## config.mk

```make
export PLATFORM = sky130hd
export DESIGN_NAME = bus_arbiter_flat
export DESIGN_NICKNAME = d
export VERILOG_FILES = /design/src/rtl/bus_pkg.sv /design/src/rtl/bus_arbiter_if.sv /design/src/rtl/bus_arbiter_rr_pick.sv /design/src/rtl/bus_arbiter.sv /design/src/flat_wrapper.sv
export SDC_FILE = /design/constraint.sdc
export NUM_CORES = 1
export LEC_CHECK = 0
export ABC_CLOCK_PERIOD_IN_PS = 1700
export CORE_UTILIZATION = 25
export CTS_CLUSTER_SIZE = 12
export DETAILED_ROUTE_END_ITERATION = 8
export SYNTH_ARGS = -nofsm -noshare
export SYNTH_HDL_FRONTEND = slang
export SYNTH_HIERARCHICAL = 1
export SYNTH_SLANG_ARGS = --single-unit
```

## constraint.sdc

```tcl
create_clock -name clk -period 1.7 [get_ports clk]
set_input_delay 0.17 -clock clk [delete_from_list [all_inputs] [get_ports clk]]
set_output_delay 0.17 -clock clk [all_outputs]
set_load 0.03 [all_outputs]
```

## src/rtl/bus_pkg.sv

```systemverilog
// bus_pkg: shared widths, slave-select field position and arbiter state encoding
package bus_pkg;
  localparam int ADDR_W = 32;
  localparam int NUM_MASTERS = 2;
  localparam int NUM_SLAVES = 4;
  localparam int SS_HI = 31;
  localparam int SS_LO = 30;
  localparam int CNT_W = 8;
  typedef enum logic [1:0] {IDLE, ADDR, WAIT, DONE} state_t;
endpackage

```

## src/rtl/bus_arbiter_if.sv

```systemverilog
// bus_arbiter_if: master request/grant and slave bus signals of the two-master arbiter
//   arb    : arbiter side (takes requests and slave_ready, drives grant/done/bus)
//   master : requesting masters (drive req/addr/rw, see grant/done)
//   slave  : slaves (drive slave_ready, see bus_addr/bus_rw/bus_valid)
interface bus_arbiter_if;
  import bus_pkg::*;
  logic [NUM_MASTERS-1:0] m_req, m_rw, m_grant, m_done;
  logic [ADDR_W-1:0] m_addr0, m_addr1, bus_addr;
  logic [NUM_SLAVES-1:0] slave_ready;
  logic bus_rw, bus_valid, timeout_err;
  modport arb(input m_req, m_addr0, m_addr1, m_rw, slave_ready,
              output m_grant, m_done, bus_addr, bus_rw, bus_valid, timeout_err);
  modport master(output m_req, m_addr0, m_addr1, m_rw, input m_grant, m_done);
  modport slave(output slave_ready, input bus_addr, bus_rw, bus_valid);
endinterface

```

## src/rtl/bus_arbiter_rr_pick.sv

```systemverilog
// rr_pick: two-master round-robin choice
//   req  : request levels, bit i = master i
//   last : index of the master granted last
//   pick : one-hot winner, zero when nobody requests
module rr_pick (
  input  logic [1:0] req,
  input  logic       last,
  output logic [1:0] pick
);
  assign pick = req == 2'b11 ? (last ? 2'b01 : 2'b10) : req;
endmodule

```

## src/rtl/bus_arbiter.sv

```systemverilog
// bus_arbiter: round-robin two-master bus arbiter with per-transaction timeout
//   clk, reset : clock, asynchronous active-high reset
//   bus        : arb modport carrying requests, grants, completion and slave bus
module bus_arbiter
  import bus_pkg::*;
#(
  parameter int TIMEOUT_CYCLES = 15
) (
  input logic       clk,
  input logic       reset,
  bus_arbiter_if.arb bus
);
  localparam logic [CNT_W-1:0] TO = CNT_W'(TIMEOUT_CYCLES);
  state_t state_q;
  logic [NUM_MASTERS-1:0] grant_q, done_q, pick;
  logic [ADDR_W-1:0] addr_q;
  logic [CNT_W-1:0] cnt_q;
  logic rw_q, valid_q, terr_q, last_q, sel_ready, hit_to;
  rr_pick u_pick (.req(bus.m_req), .last(last_q), .pick(pick));
  // only the slave addressed by the latched transaction may complete it
  assign sel_ready = bus.slave_ready[addr_q[SS_HI:SS_LO]];
  assign hit_to = state_q == WAIT && cnt_q == TO;
  always_ff @(posedge clk or posedge reset)
    if (reset) begin
      state_q <= IDLE;
      grant_q <= '0;
      done_q  <= '0;
      addr_q  <= '0;
      rw_q    <= 1'b0;
      valid_q <= 1'b0;
      terr_q  <= 1'b0;
      cnt_q   <= '0;
      last_q  <= 1'b1;
    end else
      case (state_q)
        IDLE:
          if (|bus.m_req) begin
            grant_q <= pick;
            addr_q  <= pick[1] ? bus.m_addr1 : bus.m_addr0;
            rw_q    <= pick[1] ? bus.m_rw[1] : bus.m_rw[0];
            valid_q <= 1'b1;
            cnt_q   <= 8'd1;
            state_q <= ADDR;
          end
        ADDR, WAIT:
          // ready is checked first so a same-cycle ready beats the timeout
          if (sel_ready || hit_to) begin
            valid_q <= 1'b0;
            done_q  <= grant_q;
            terr_q  <= !sel_ready;
            state_q <= DONE;
          end else begin
            cnt_q   <= cnt_q + 8'd1;
            state_q <= WAIT;
          end
        DONE: begin
          done_q  <= '0;
          terr_q  <= 1'b0;
          last_q  <= grant_q[1];
          grant_q <= '0;
          state_q <= IDLE;
        end
        default: state_q <= IDLE;
      endcase
  assign bus.m_grant     = grant_q;
  assign bus.m_done      = done_q;
  assign bus.bus_addr    = addr_q;
  assign bus.bus_rw      = rw_q;
  assign bus.bus_valid   = valid_q;
  assign bus.timeout_err = terr_q;
endmodule

```

## src/flat_wrapper.sv

```systemverilog
// flat-port wrapper written by rule: the top's interface ports become plain ports
module bus_arbiter_flat import bus_pkg::*;
#(
  parameter int TIMEOUT_CYCLES = 15
)
  (clk, reset, bus_m_req, bus_m_addr0, bus_m_addr1, bus_m_rw, bus_slave_ready, bus_m_grant, bus_m_done, bus_bus_addr, bus_bus_rw, bus_bus_valid, bus_timeout_err);
  bus_arbiter_if bus_i ();
  input logic clk;
  input logic reset;
  input wire logic [$bits(bus_i.m_req)-1:0] bus_m_req;
  input wire logic [$bits(bus_i.m_addr0)-1:0] bus_m_addr0;
  input wire logic [$bits(bus_i.m_addr1)-1:0] bus_m_addr1;
  input wire logic [$bits(bus_i.m_rw)-1:0] bus_m_rw;
  input wire logic [$bits(bus_i.slave_ready)-1:0] bus_slave_ready;
  output wire logic [$bits(bus_i.m_grant)-1:0] bus_m_grant;
  output wire logic [$bits(bus_i.m_done)-1:0] bus_m_done;
  output wire logic [$bits(bus_i.bus_addr)-1:0] bus_bus_addr;
  output wire logic [$bits(bus_i.bus_rw)-1:0] bus_bus_rw;
  output wire logic [$bits(bus_i.bus_valid)-1:0] bus_bus_valid;
  output wire logic [$bits(bus_i.timeout_err)-1:0] bus_timeout_err;
  assign bus_i.m_req = bus_m_req;
  assign bus_i.m_addr0 = bus_m_addr0;
  assign bus_i.m_addr1 = bus_m_addr1;
  assign bus_i.m_rw = bus_m_rw;
  assign bus_i.slave_ready = bus_slave_ready;
  assign bus_m_grant = bus_i.m_grant;
  assign bus_m_done = bus_i.m_done;
  assign bus_bus_addr = bus_i.bus_addr;
  assign bus_bus_rw = bus_i.bus_rw;
  assign bus_bus_valid = bus_i.bus_valid;
  assign bus_timeout_err = bus_i.timeout_err;
  bus_arbiter #(.TIMEOUT_CYCLES(TIMEOUT_CYCLES)) u_core (.clk(clk), .reset(reset), .bus(bus_i));
endmodule
```

==> run_results.csv, run 1 <==
group,metric,value,unit
outcome,outcome,"finished clean",
critical_path,critPathLaunchType,"register",
critical_path,ff2ff_setup_slack,0.03,ns
power,power.density,1700,nW/um2
global_route,grt_usage,12.8,%
final_layout,layout_commonest_cell,"clkdlybuf4s50_1",
placement,place_ws,-0.0937,ns
logic_synthesis,yosys_warnings,6,
die,rows,36,
die,die_h,103,um
timing,clock.fmax,600,MHz
critical_path,path_buf_inv,0,
global_route,grt_antenna_before_repair,0,
clock_network,htree_num_levels,2,
power,p_leak,1.81,nW
run,max-cap-violations,0,
die,core,9860,um2
logic_synthesis,synthDistinctLibCells,46,
placement,hpwl,5160,um
clock_network,tritoncts,"yes",
worst_hold_path,hp-class,"input port to asynchronous set/reset pin",
critical_path,arrival,1.85,ns
critical_path,cp.required,1.88,ns
clock_network,clk_pin_slew,0.10,ns
critical_path,crit_fanout,7,
clock_network,clockBufferDepth,2,
critical_path,path_cells,"ha_2, and3_4, and4_4, or2_4, a221o_1",
final_layout,final_cell_mix,"clkdlybuf4s50_1, dfrtp_1, nand2_1, o21ai_0, mux2i_1",
timing,slew_viol_final,0,
final_layout,final_nets,462,
logic_synthesis,seq_area_frac_synth,48.6,%
routing,drc,0,
logic_synthesis,postSynthAreaPerCell,10.1,um2
routing,drt-total-wl,6830,um
critical_path,reg2reg_to,"u_core/bus.m_done[1]$_DFFE_PP0P_",
routing,vias,2354,
global_route,grt_pass1_wl,10600,um
final_layout,area_delta_synth_final,63.8,%
power,peakVddDrop,0.000581,V
final_layout,drive_gt1_share,16.6,%
placement,place_congestion,0.810,
placement,placed_area,4020,um2
placement,port_buffers,112,
timing,hold_viol,0,
timing,fin_ws,0.0339,ns
critical_path,end_kind,"register",
timing,finalSetupTns,0,ns
logic_synthesis,synth_ff_type,"dfrtp_1",
clock_network,cts_made_buffers,5,
clock_network,numClockSinks,50,
final_layout,final_area,4220,um2
critical_path,cp-endpoint,"u_core/bus.m_done[1]$_DFFE_PP0P_",
logic_synthesis,synth_cells,256,
critical_path,r2r_start,"u_core/cnt_q[0]$_DFFE_PP0P_",
final_layout,fillers,965,
routing,wl_per_cell,13.2,um
global_route,grt_pass1_vias,2224,
die,io_pins,113,
routing,first_iter_violations,60,
die,dieArea,10700,um2
logic_synthesis,synth_edf_count,0,
final_layout,diodes,0,
clock_network,postCtsHoldBufs,0,
die,start_util,26.1,%
timing,worst_pin_slew,0.455,ns
clock_network,clock_latency,0.30,ns
global_route,overflow,0,
timing,fin_crit_sh,98.0,%
logic_synthesis,synth_area,2570,um2
routing,drtPass1Iterations,4,
routing,vias_per_cell,4.54,
logic_synthesis,synth_nets,334,
critical_path,crit_type,"register to register",
timing,setup_viol,0,
power,total_power,0.00719,W
timing,timing.slew.headroom,69.5,%
timing,fin_skew,0.00881,ns
critical_path,cp-startpoint,"u_core/cnt_q[0]$_DFFE_PP0P_",
critical_path,slowest_delay,0.42,ns
timing,timing.final.crit_period,1.67,ns
global_route,grt_max_degree,40,
critical_path,crit_cells,5,
critical_path,crit_family,"simple AND/OR/NAND/NOR gates",
clock_network,root_buffer,"clkbuf_8",
logic_synthesis,synthArstFlopShare,100,%
timing,rsz0062_at_grt,"yes",
die,die_width,103,um
routing,ant_nets,0,
logic_synthesis,ys_ff_latch,50,
critical_path,cp_slowest_cell,"dfrtp_1",
critical_path,r2r_cells,5,
==> tightest hold or removal path: stages <==
cell and delay, ns:
clkdlybuf4s50_1 0.41, inv_2 0.06, buf_4 0.27
==> flip-flops by register name, summed over array words and instances (netlist names) <==
signal / flops
u_core/bus.bus_addr: 32
u_core/cnt_q: 8
u_core/bus.m_done: 2
u_core/bus.m_grant: 2
u_core/state_q: 2
u_core/bus.bus_rw: 1
u_core/bus.bus_valid: 1
u_core/bus.timeout_err: 1
u_core/last_q: 1
==> logic make-up (layout without fill, tap and decap cells) <==
group | count (synthesis) | count (layout) | share of synthesized area [%]
adders and majority gates | 4 | 4 | 1.94
AOI/OAI and AO/OA | 68 | 68 | 16.5
buffers and inverters | 28 | 157 | 4.81
muxes | 37 | 37 | 14.9
and+or+nand+nor | 69 | 69 | 13.2
DFF | 50 | 50 | 48.6
==> per-stage QoR <==
stage,utilization (%),hold slack [ns],std cells
2_1_floorplan,-,0.366,256
3_3_place_gp,40.8,0.462,505
3_5_place_dp,40.8,0.470,505
4_1_cts,41.9,0.211,513
5_1_grt,42.8,0.242,518
6_report,42.8,0.211,518
==> cells in the mapped netlist, types with 2 or more instances <==
library cell / count / area [um2]
buf_2: 3 / 15.0
buf_6: 2 / 22.5
clkbuf_1: 11 / 41.3
dfrtp_1: 49 / 1230
ha_1: 4 / 50.1
inv_1: 12 / 45.0
mux2i_1: 35 / 350
nand2_1: 40 / 150
nand2b_1: 2 / 12.5
nand3_1: 4 / 20.0
nand3b_1: 2 / 15.0
nand4b_1: 2 / 17.5
nor2_1: 3 / 11.3
nor2b_1: 2 / 12.5
nor3_1: 3 / 15.0
o211ai_1: 2 / 15.0
o21ai_0: 39 / 195
o21ai_1: 2 / 10.0
o21ai_2: 2 / 17.5
o221ai_1: 2 / 17.5
o22ai_1: 2 / 12.5
o2bb2ai_1: 3 / 26.3
o31ai_1: 5 / 37.5
or3_1: 2 / 12.5
or4_1: 2 / 15.0
==> power breakdown <==
part	internal, W	total [W]	switching, W	leakage (nW)
Sequential	0.00173	0.00213	0.000394	0.628
Combinational	0.00194	0.00433	0.00239	1.14
Clock	0.000336	0.000740	0.000404	0.0478
Total	0.00401	0.00719	0.00319	1.81
==> timing repair <==
action | 4_1_cts | 5_1_grt
setup endpoints to repair | 8 | 12
pin swaps | 0 | 4
setup buffers | 0 | 5
resized for setup | 3 | 11
==> area by class of cell <==
| cell class | count | area (um2) | share of cell area [%] |
|---|---|---|---|
| clock inverter | 2 | 16.3 | 0.386 |
| clock buffer | 6 | 82.6 | 1.96 |
| tap | 133 | 166 | 3.95 |
| sequential | 50 | 1250 | 29.7 |
| timing repair buffer | 137 | 1350 | 31.9 |
| inverter | 12 | 45.0 | 1.07 |
| multi-input combinational | 178 | 1310 | 31.0 |
==> routing by layer <==
| metal | vias to the layer above | wire length [um] | track usage [%] |
|---|---|---|---|
| met4 | 0 | 66 | 3.25 |
| met5 | - | 0 | 0 |
| met1 | 1112 | 2970 | 16.9 |
| li1 | 1162 | - | - |
| met2 | 73 | 3310 | 20.3 |
| met3 | 7 | 483 | 4.23 |
==> how the worst min path moves through the flow <==
| stage | startpoint | endpoint | depth (start not counted) | slack [ns] |
|---|---|---|---|---|
| detailed placement | u_core/bus.bus_addr[7]$_DFFE_PP0P_ | u_core/bus.bus_addr[7]$_DFFE_PP0P_ | 2 | 0.47 |
| CTS | reset | u_core/bus.bus_addr[2]$_DFFE_PP0P_ | 3 | 0.21 |
| floorplan | bus_m_addr0[30] | u_core/bus.bus_addr[30]$_DFFE_PP0P_ | 2 | 0.37 |
| finish | reset | u_core/bus.bus_addr[2]$_DFFE_PP0P_ | 3 | 0.21 |
| global placement | u_core/bus.bus_addr[3]$_DFFE_PP0P_ | u_core/bus.bus_addr[3]$_DFFE_PP0P_ | 2 | 0.46 |
| global route | reset | u_core/bus.bus_addr[2]$_DFFE_PP0P_ | 3 | 0.24 |
Note: power is estimated with default switching activity, not from simulation.
==> run 2, diff against run 1 <==
CORE_MARGIN = 2   (was default)
PLACE_DENSITY_LB_ADDON = 0.3   (was default)
==> run 2 against run 1 <==
Net effect: flip-flop and latch count unchanged; via count grew 1.7%; critical path type unchanged; largest cell class unchanged; first-iteration DRC count decreased by 42%; design area rose by 1.2%; die area up 3.9%; sequential power is essentially flat; setup slack is essentially flat; final cell count increased by 1.5%; critical path depth unchanged; maximum frequency barely moved; clock-buffer cell count fell by 1; worst hold slack got worse by 0.12 ns.
==> run_results.csv, run 2 (same netlist as run 1, synthesis figures left out) <==
group,metric,value,unit
critical_path,cp_slowest_cell,"dfrtp_1",
clock_network,htree_num_levels,2,
clock_network,clock_latency,0.31,ns
timing,slew_viol_final,0,
run,max-cap-violations,0,
placement,place_ws,-0.0955,ns
die,rows,37,
routing,wl_per_cell,13.4,um
final_layout,largest_register_ffs,32,
critical_path,cp-startpoint,"u_core/state_q[0]$_DFFE_PP0P_",
global_route,grt_max_degree,54,
routing,vias,2393,
critical_path,ff2ff_setup_slack,0.03,ns
placement,place_congestion,0.843,
global_route,grt_pass1_vias,2403,
critical_path,reg2reg_to,"u_core/bus.m_done[1]$_DFFE_PP0P_",
timing,clock.fmax,600,MHz
critical_path,path_buf_inv,1,
clock_network,cts_made_buffers,5,
critical_path,path_cells,"inv_2, ha_4, and4_4, or2_4, a221o_1",
die,start_util,25.4,%
routing,drc,0,
power,power.density,1690,nW/um2
critical_path,arrival,1.86,ns
final_layout,final_nets,467,
placement,dp.cells,515,
final_layout,drive_gt1_share,16.7,%
timing,fin_ws,0.0336,ns
timing,fin_crit_sh,98.0,%
die,core,10100,um2
timing,timing.final.crit_period,1.67,ns
global_route,grt_antenna_before_repair,0,
die,die_h,105,um
critical_path,crit_family,"simple AND/OR/NAND/NOR gates",
critical_path,slowest_delay,0.41,ns
placement,placed_area,4100,um2
clock_network,clk_pin_slew,0.10,ns
critical_path,r2r_cells,5,
critical_path,critPathLaunchType,"register",
die,dieArea,11100,um2
final_layout,final_area,4270,um2
placement,hpwl,5550,um
clock_network,root_buffer,"clkbuf_8",
die,io_pins,113,
final_layout,diodes,0,
routing,vias_per_cell,4.55,
routing,first_iter_violations,35,
critical_path,r2r_start,"u_core/state_q[0]$_DFFE_PP0P_",
placement,port_buffers,112,
final_layout,final_cell_mix,"clkdlybuf4s50_1, dfrtp_1, nand2_1, o21ai_0, mux2i_1",
power,total_power,0.00720,W
routing,drt-total-wl,7030,um
final_layout,fillers,1020,
global_route,overflow,0,
power,p_leak,1.84,nW
worst_hold_path,hp-class,"input port to asynchronous set/reset pin",
timing,worst_pin_slew,0.447,ns
critical_path,crit_fanout,9,
outcome,outcome,"finished clean",
timing,setup_viol,0,
final_layout,fin_cells,526,
critical_path,crit_type,"register to register",
final_layout,layout_commonest_cell,"clkdlybuf4s50_1",
die,die_width,105,um
clock_network,clockBufferDepth,2,
power,peakVddDrop,0.000580,V
global_route,grt_usage,13.0,%
critical_path,end_kind,"register",
timing,rsz0062_at_grt,"yes",
final_layout,area_delta_synth_final,65.7,%
global_route,grt_pass1_wl,11700,um
routing,ant_nets,0,
clock_network,numClockSinks,50,
timing,hold_viol,0,
timing,timing.slew.headroom,69.9,%
clock_network,tritoncts,"yes",
timing,fin_skew,0.00914,ns
critical_path,cp.required,1.89,ns
routing,drtPass1Iterations,4,
[run 2: changes by cell type in the layout (fill, tap and decap cells not counted), sizes merged]
cell / change
buf: +6
clkbuf: -2
clkinv: +2
clkinvlp: -1
[run 2: worst max path at each step]
| stage | end | slack, ns | depth (start not counted) |
|---|---|---|---|
| 6_report | u_core/bus.m_done[1]$_DFFE_PP0P_ | 0.03 | 5 |
| 5_1_grt | u_core/cnt_q[6]$_DFFE_PP0P_ | -0.04 | 7 |
| 4_1_cts | u_core/bus.m_done[1]$_DFFE_PP0P_ | 0.01 | 6 |
| 3_5_place_dp | u_core/cnt_q[5]$_DFFE_PP0P_ | -0.1 | 5 |
| 3_3_place_gp | u_core/cnt_q[7]$_DFFE_PP0P_ | -0.07 | 5 |
| 2_1_floorplan | u_core/bus.m_done[1]$_DFFE_PP0P_ | -0.007 | 7 |
[run 2: metrics by stage]
step	setup TNS [ns]	util, %	hold WS, ns
after floorplan	-0.00673	-	0.366
after global placement	-0.350	40.5	0.428
after detailed placement	-0.602	40.5	0.434
after CTS	0	41.5	0.0905
after global routing	-0.0958	42.1	0.0868
final	0	42.1	0.0866
[run 2: final cells by class]
type | instances | area [um2] | share of cell area (%)
multi-input cells | 178 | 1300 | 30.4
well taps | 136 | 170 | 3.99
clock inverters | 3 | 18.8 | 0.440
flip-flops and latches | 50 | 1250 | 29.4
repair buffers | 142 | 1410 | 33.1
inverters | 12 | 45.0 | 1.06
clock buffers | 5 | 68.8 | 1.61
[run 2: timing repair]
| action | CTS | global route |
|---|---|---|
| hold buffers | 0 | 0 |
| pin swaps | 1 | 1 |
| buffers inserted | 0 | 3 |
| resized for setup | 4 | 7 |
| gates cloned | 0 | 0 |
| setup endpoints to repair | 8 | 11 |
[run 2: power breakdown]
part	total, W	internal, W	switching [W]	leakage [nW]
registers	0.00212	0.00173	0.000385	0.628
logic	0.00438	0.00198	0.00240	1.16
clock network	0.000700	0.000291	0.000410	0.0483
[run 2: worst register-to-register path, delay by kind of cell (launching register included)]
family                   cells  cell delay [ns]
buffers and inverters        1             0.10
AND/OR/NAND/NOR              2             0.50
adder cells (fa/ha/maj)      1             0.24
flip-flops                   1             0.41
AO/OA/AOI/OAI                1             0.30
[run 2: layer usage]
metal	vias to the layer above	global-route usage [%]	part of all wire, %
met5	-	0	0
met4	0	2.82	0.78
met3	6	4.14	7.5
met2	75	21.8	48
met1	1133	16.3	44
li1	1179	-	-
==> run 3, diff against run 2 <==
HOLD_SLACK_MARGIN = 0.08   (was default)
SYNTH_HIERARCHICAL = default   (was 1)
==> run 3 against run 2 <==
Net effect: the flow now finishes with violations (setup timing); worst hold slack gained 0.015 ns; critical path type unchanged; sequential power shrank 6%; first-iteration DRC count grew to 2.6 times the previous value; via count shrank 1.8%; combinational power shrank 3%.
==> run_results.csv, run 3 <==
group,metric,value,unit
timing,setup_viol,4,
logic_synthesis,synth_top_cell_by_area,"dfrtp_1",
critical_path,path_buf_inv,2,
global_route,grt_pass1_vias,2368,
logic_synthesis,ys_ff_latch,50,
critical_path,path_cells,"buf_4, inv_2, ha_2, nor3b_4, nor3b_2, and4b_1, a211o_1",
routing,vias,2350,
clock_network,cts_made_buffers,5,
die,start_util,25.5,%
global_route,grt_antenna_before_repair,0,
clock_network,numClockSinks,50,
timing,fin_crit_sh,101,%
routing,drtPass1Iterations,4,
final_layout,final_nets,470,
logic_synthesis,synthArstFlopShare,100,%
final_layout,final_cell_mix,"clkdlybuf4s50_1, nand2_1, dfrtp_1, o21ai_0, mux2i_1",
die,io_pins,113,
placement,port_buffers,112,
timing,slew_viol_final,0,
global_route,grt_pass1_wl,11500,um
logic_synthesis,synth_top_area_share,47.0,%
logic_synthesis,yosysMostFrequentCell,"nand2_1",
placement,place_ws,-0.205,ns
clock_network,clk_pin_slew,0.10,ns
logic_synthesis,postSynthAreaPerCell,9.95,um2
logic_synthesis,synth_nets,341,
timing,fin_ws,-0.0134,ns
clock_network,tritoncts,"yes",
worst_hold_path,hp-class,"input port to asynchronous set/reset pin",
timing,timing.slew.headroom,77.4,%
power,peakVddDrop,0.000576,V
critical_path,reg2reg_to,"u_core.cnt_q[2]$_DFFE_PP0P_",
placement,place_congestion,0.850,
critical_path,crit_cells,7,
routing,drc,0,
critical_path,cp-endpoint,"u_core.cnt_q[2]$_DFFE_PP0P_",
critical_path,crit_type,"register to register",
critical_path,cp-startpoint,"u_core.state_q[1]$_DFFE_PP0N_",
final_layout,fillers,1009,
logic_synthesis,seq_area_frac_synth,48.1,%
critical_path,r2r_cells,7,
critical_path,crit_family,"simple AND/OR/NAND/NOR gates",
run,max-cap-violations,0,
clock_network,root_buffer,"clkbuf_8",
timing,timing.final.crit_period,1.71,ns
die,dieArea,11300,um2
timing,clock.fmax,584,MHz
timing,hold_ws,0.102,ns
logic_synthesis,synth_area_leaders,"dfrtp_1, mux2i_1, o21ai_0, nand2_1, ha_1",
routing,ant_nets,0,
logic_synthesis,synth_common_cells,"nand2_1, dfrtp_1, o21ai_0",
routing,vias_per_cell,4.45,
final_layout,final_area,4250,um2
clock_network,clockBufferDepth,2,
critical_path,crit_fanout,5,
timing,rsz0062_at_grt,"yes",
outcome,violations,"setup timing",
routing,first_iter_violations,91,
final_layout,largest_register_ffs,32,
critical_path,r2r_start,"u_core.state_q[1]$_DFFE_PP0N_",
die,die_width,106,um
power,power.density,1650,nW/um2
die,core,10200,um2
global_route,grt_max_degree,67,
final_layout,layout_commonest_cell,"clkdlybuf4s50_1",
logic_synthesis,synth_area,2610,um2
critical_path,cp_slowest_cell,"dfrtp_1",
final_layout,diodes,0,
logic_synthesis,synth_edf_count,0,
routing,wl_per_cell,13.3,um
logic_synthesis,synth_cells,262,
die,rows,37,
final_layout,drive_gt1_share,16.6,%
placement,hpwl,5300,um
critical_path,ff2ff_setup_slack,-0.01,ns
critical_path,cp.required,1.90,ns
outcome,outcome,"finished, violations left",
logic_synthesis,yosys_warnings,0,
logic_synthesis,synth_ff_type,"dfrtp_1",
critical_path,arrival,1.91,ns
global_route,grt_usage,12.6,%
timing,fin_skew,0.00710,ns
placement,placed_area,4060,um2
critical_path,slowest_delay,0.40,ns
timing,hold_viol,0,
routing,drt-total-wl,7040,um
clock_network,htree_num_levels,2,
power,p_leak,1.84,nW
final_layout,area_delta_synth_final,63.2,%
critical_path,end_kind,"register",
timing,worst_pin_slew,0.338,ns
power,total_power,0.00700,W
final_layout,multi_input_area,1340,um2
die,die_h,106,um
logic_synthesis,synthDistinctLibCells,45,
final_layout,seq_area,1250,um2
critical_path,critPathLaunchType,"register",
global_route,overflow,0,
clock_network,clock_latency,0.30,ns
==> run 3: layout make-up <==
type | count | share of cell area [%]
well taps | 136 | 4.00
flip-flops and latches | 50 | 29.5
clock buffers | 6 | 1.94
multi-input cells | 190 | 31.4
inverters | 4 | 0.353
clock inverters | 2 | 0.294
repair buffers | 140 | 32.5
==> run 3: routing by layer <==
layer / vias up / track usage, % / wire length [um]
li1: 1175 / - / -
met1: 1090 / 15.0 / 2920
met2: 79 / 21.2 / 3500
met3: 6 / 4.29 / 525
met4: 0 / 3.76 / 100
met5: - / 0 / 0
==> run 3: where the power goes <==
group	total (W)	switching (W)	leakage [nW]	internal, W
Sequential	0.00200	0.000309	0.629	0.00169
Clock	0.000743	0.000415	0.0472	0.000328
Combinational	0.00425	0.00231	1.17	0.00195
==> run 3: worst register-to-register path: stages (launching register included) <==
cell and delay (ns):
dfrtp_1 0.40, buf_4 0.16, inv_2 0.05, ha_2 0.17
nor3b_4 0.31, nor3b_2 0.11, and4b_1 0.21, a211o_1 0.22
==> run 3: timing repair <==
| item | 4_1_cts | 5_1_grt |
|---|---|---|
| setup endpoints to repair | 10 | 14 |
| pin swaps | 5 | 13 |
| gates resized for setup | 12 | 10 |
| buffers inserted | 0 | 2 |
| endpoints found under the hold margin | 0 | 0 |
| hold buffers | 0 | 0 |
==> run 3: worst min-delay path by stage <==
stage                                   endpoint  slack [ns]  cells after the start
6_report        u_core.bus.m_done[0]$_DFFE_PP0P_        0.10                      2
4_1_cts         u_core.bus.m_done[0]$_DFFE_PP0P_        0.11                      2
3_3_place_gp   u_core.bus.m_grant[1]$_DFFE_PP0P_        0.44                      2
5_1_grt         u_core.bus.m_done[0]$_DFFE_PP0P_        0.12                      2
2_1_floorplan  u_core.bus.m_grant[0]$_DFFE_PP0P_        0.31                      2
3_5_place_dp   u_core.bus.m_grant[1]$_DFFE_PP0P_        0.44                      2
==> run 3: metrics by stage <==
step,utilization (%),instances,TNS [ns]
global placement,39.7,518,-1.67
CTS,41.0,526,-0.0721
floorplan,-,262,-0.421
finish,41.6,528,-0.0281
detailed placement,39.7,518,-2.08
global route,41.6,528,-0.660
==> run 3: kinds of logic (layout without fill, tap and decap cells) <==
kind of cell    after synthesis  in the layout  synth area share [%]
simple gates                 92             92                  17.0
fa+ha+maj                     5              5                  2.40
compound gates               55             55                  13.0
mux                          38             38                  15.2
buf+inv                      22            152                  4.27
flops                        50             50                  48.1
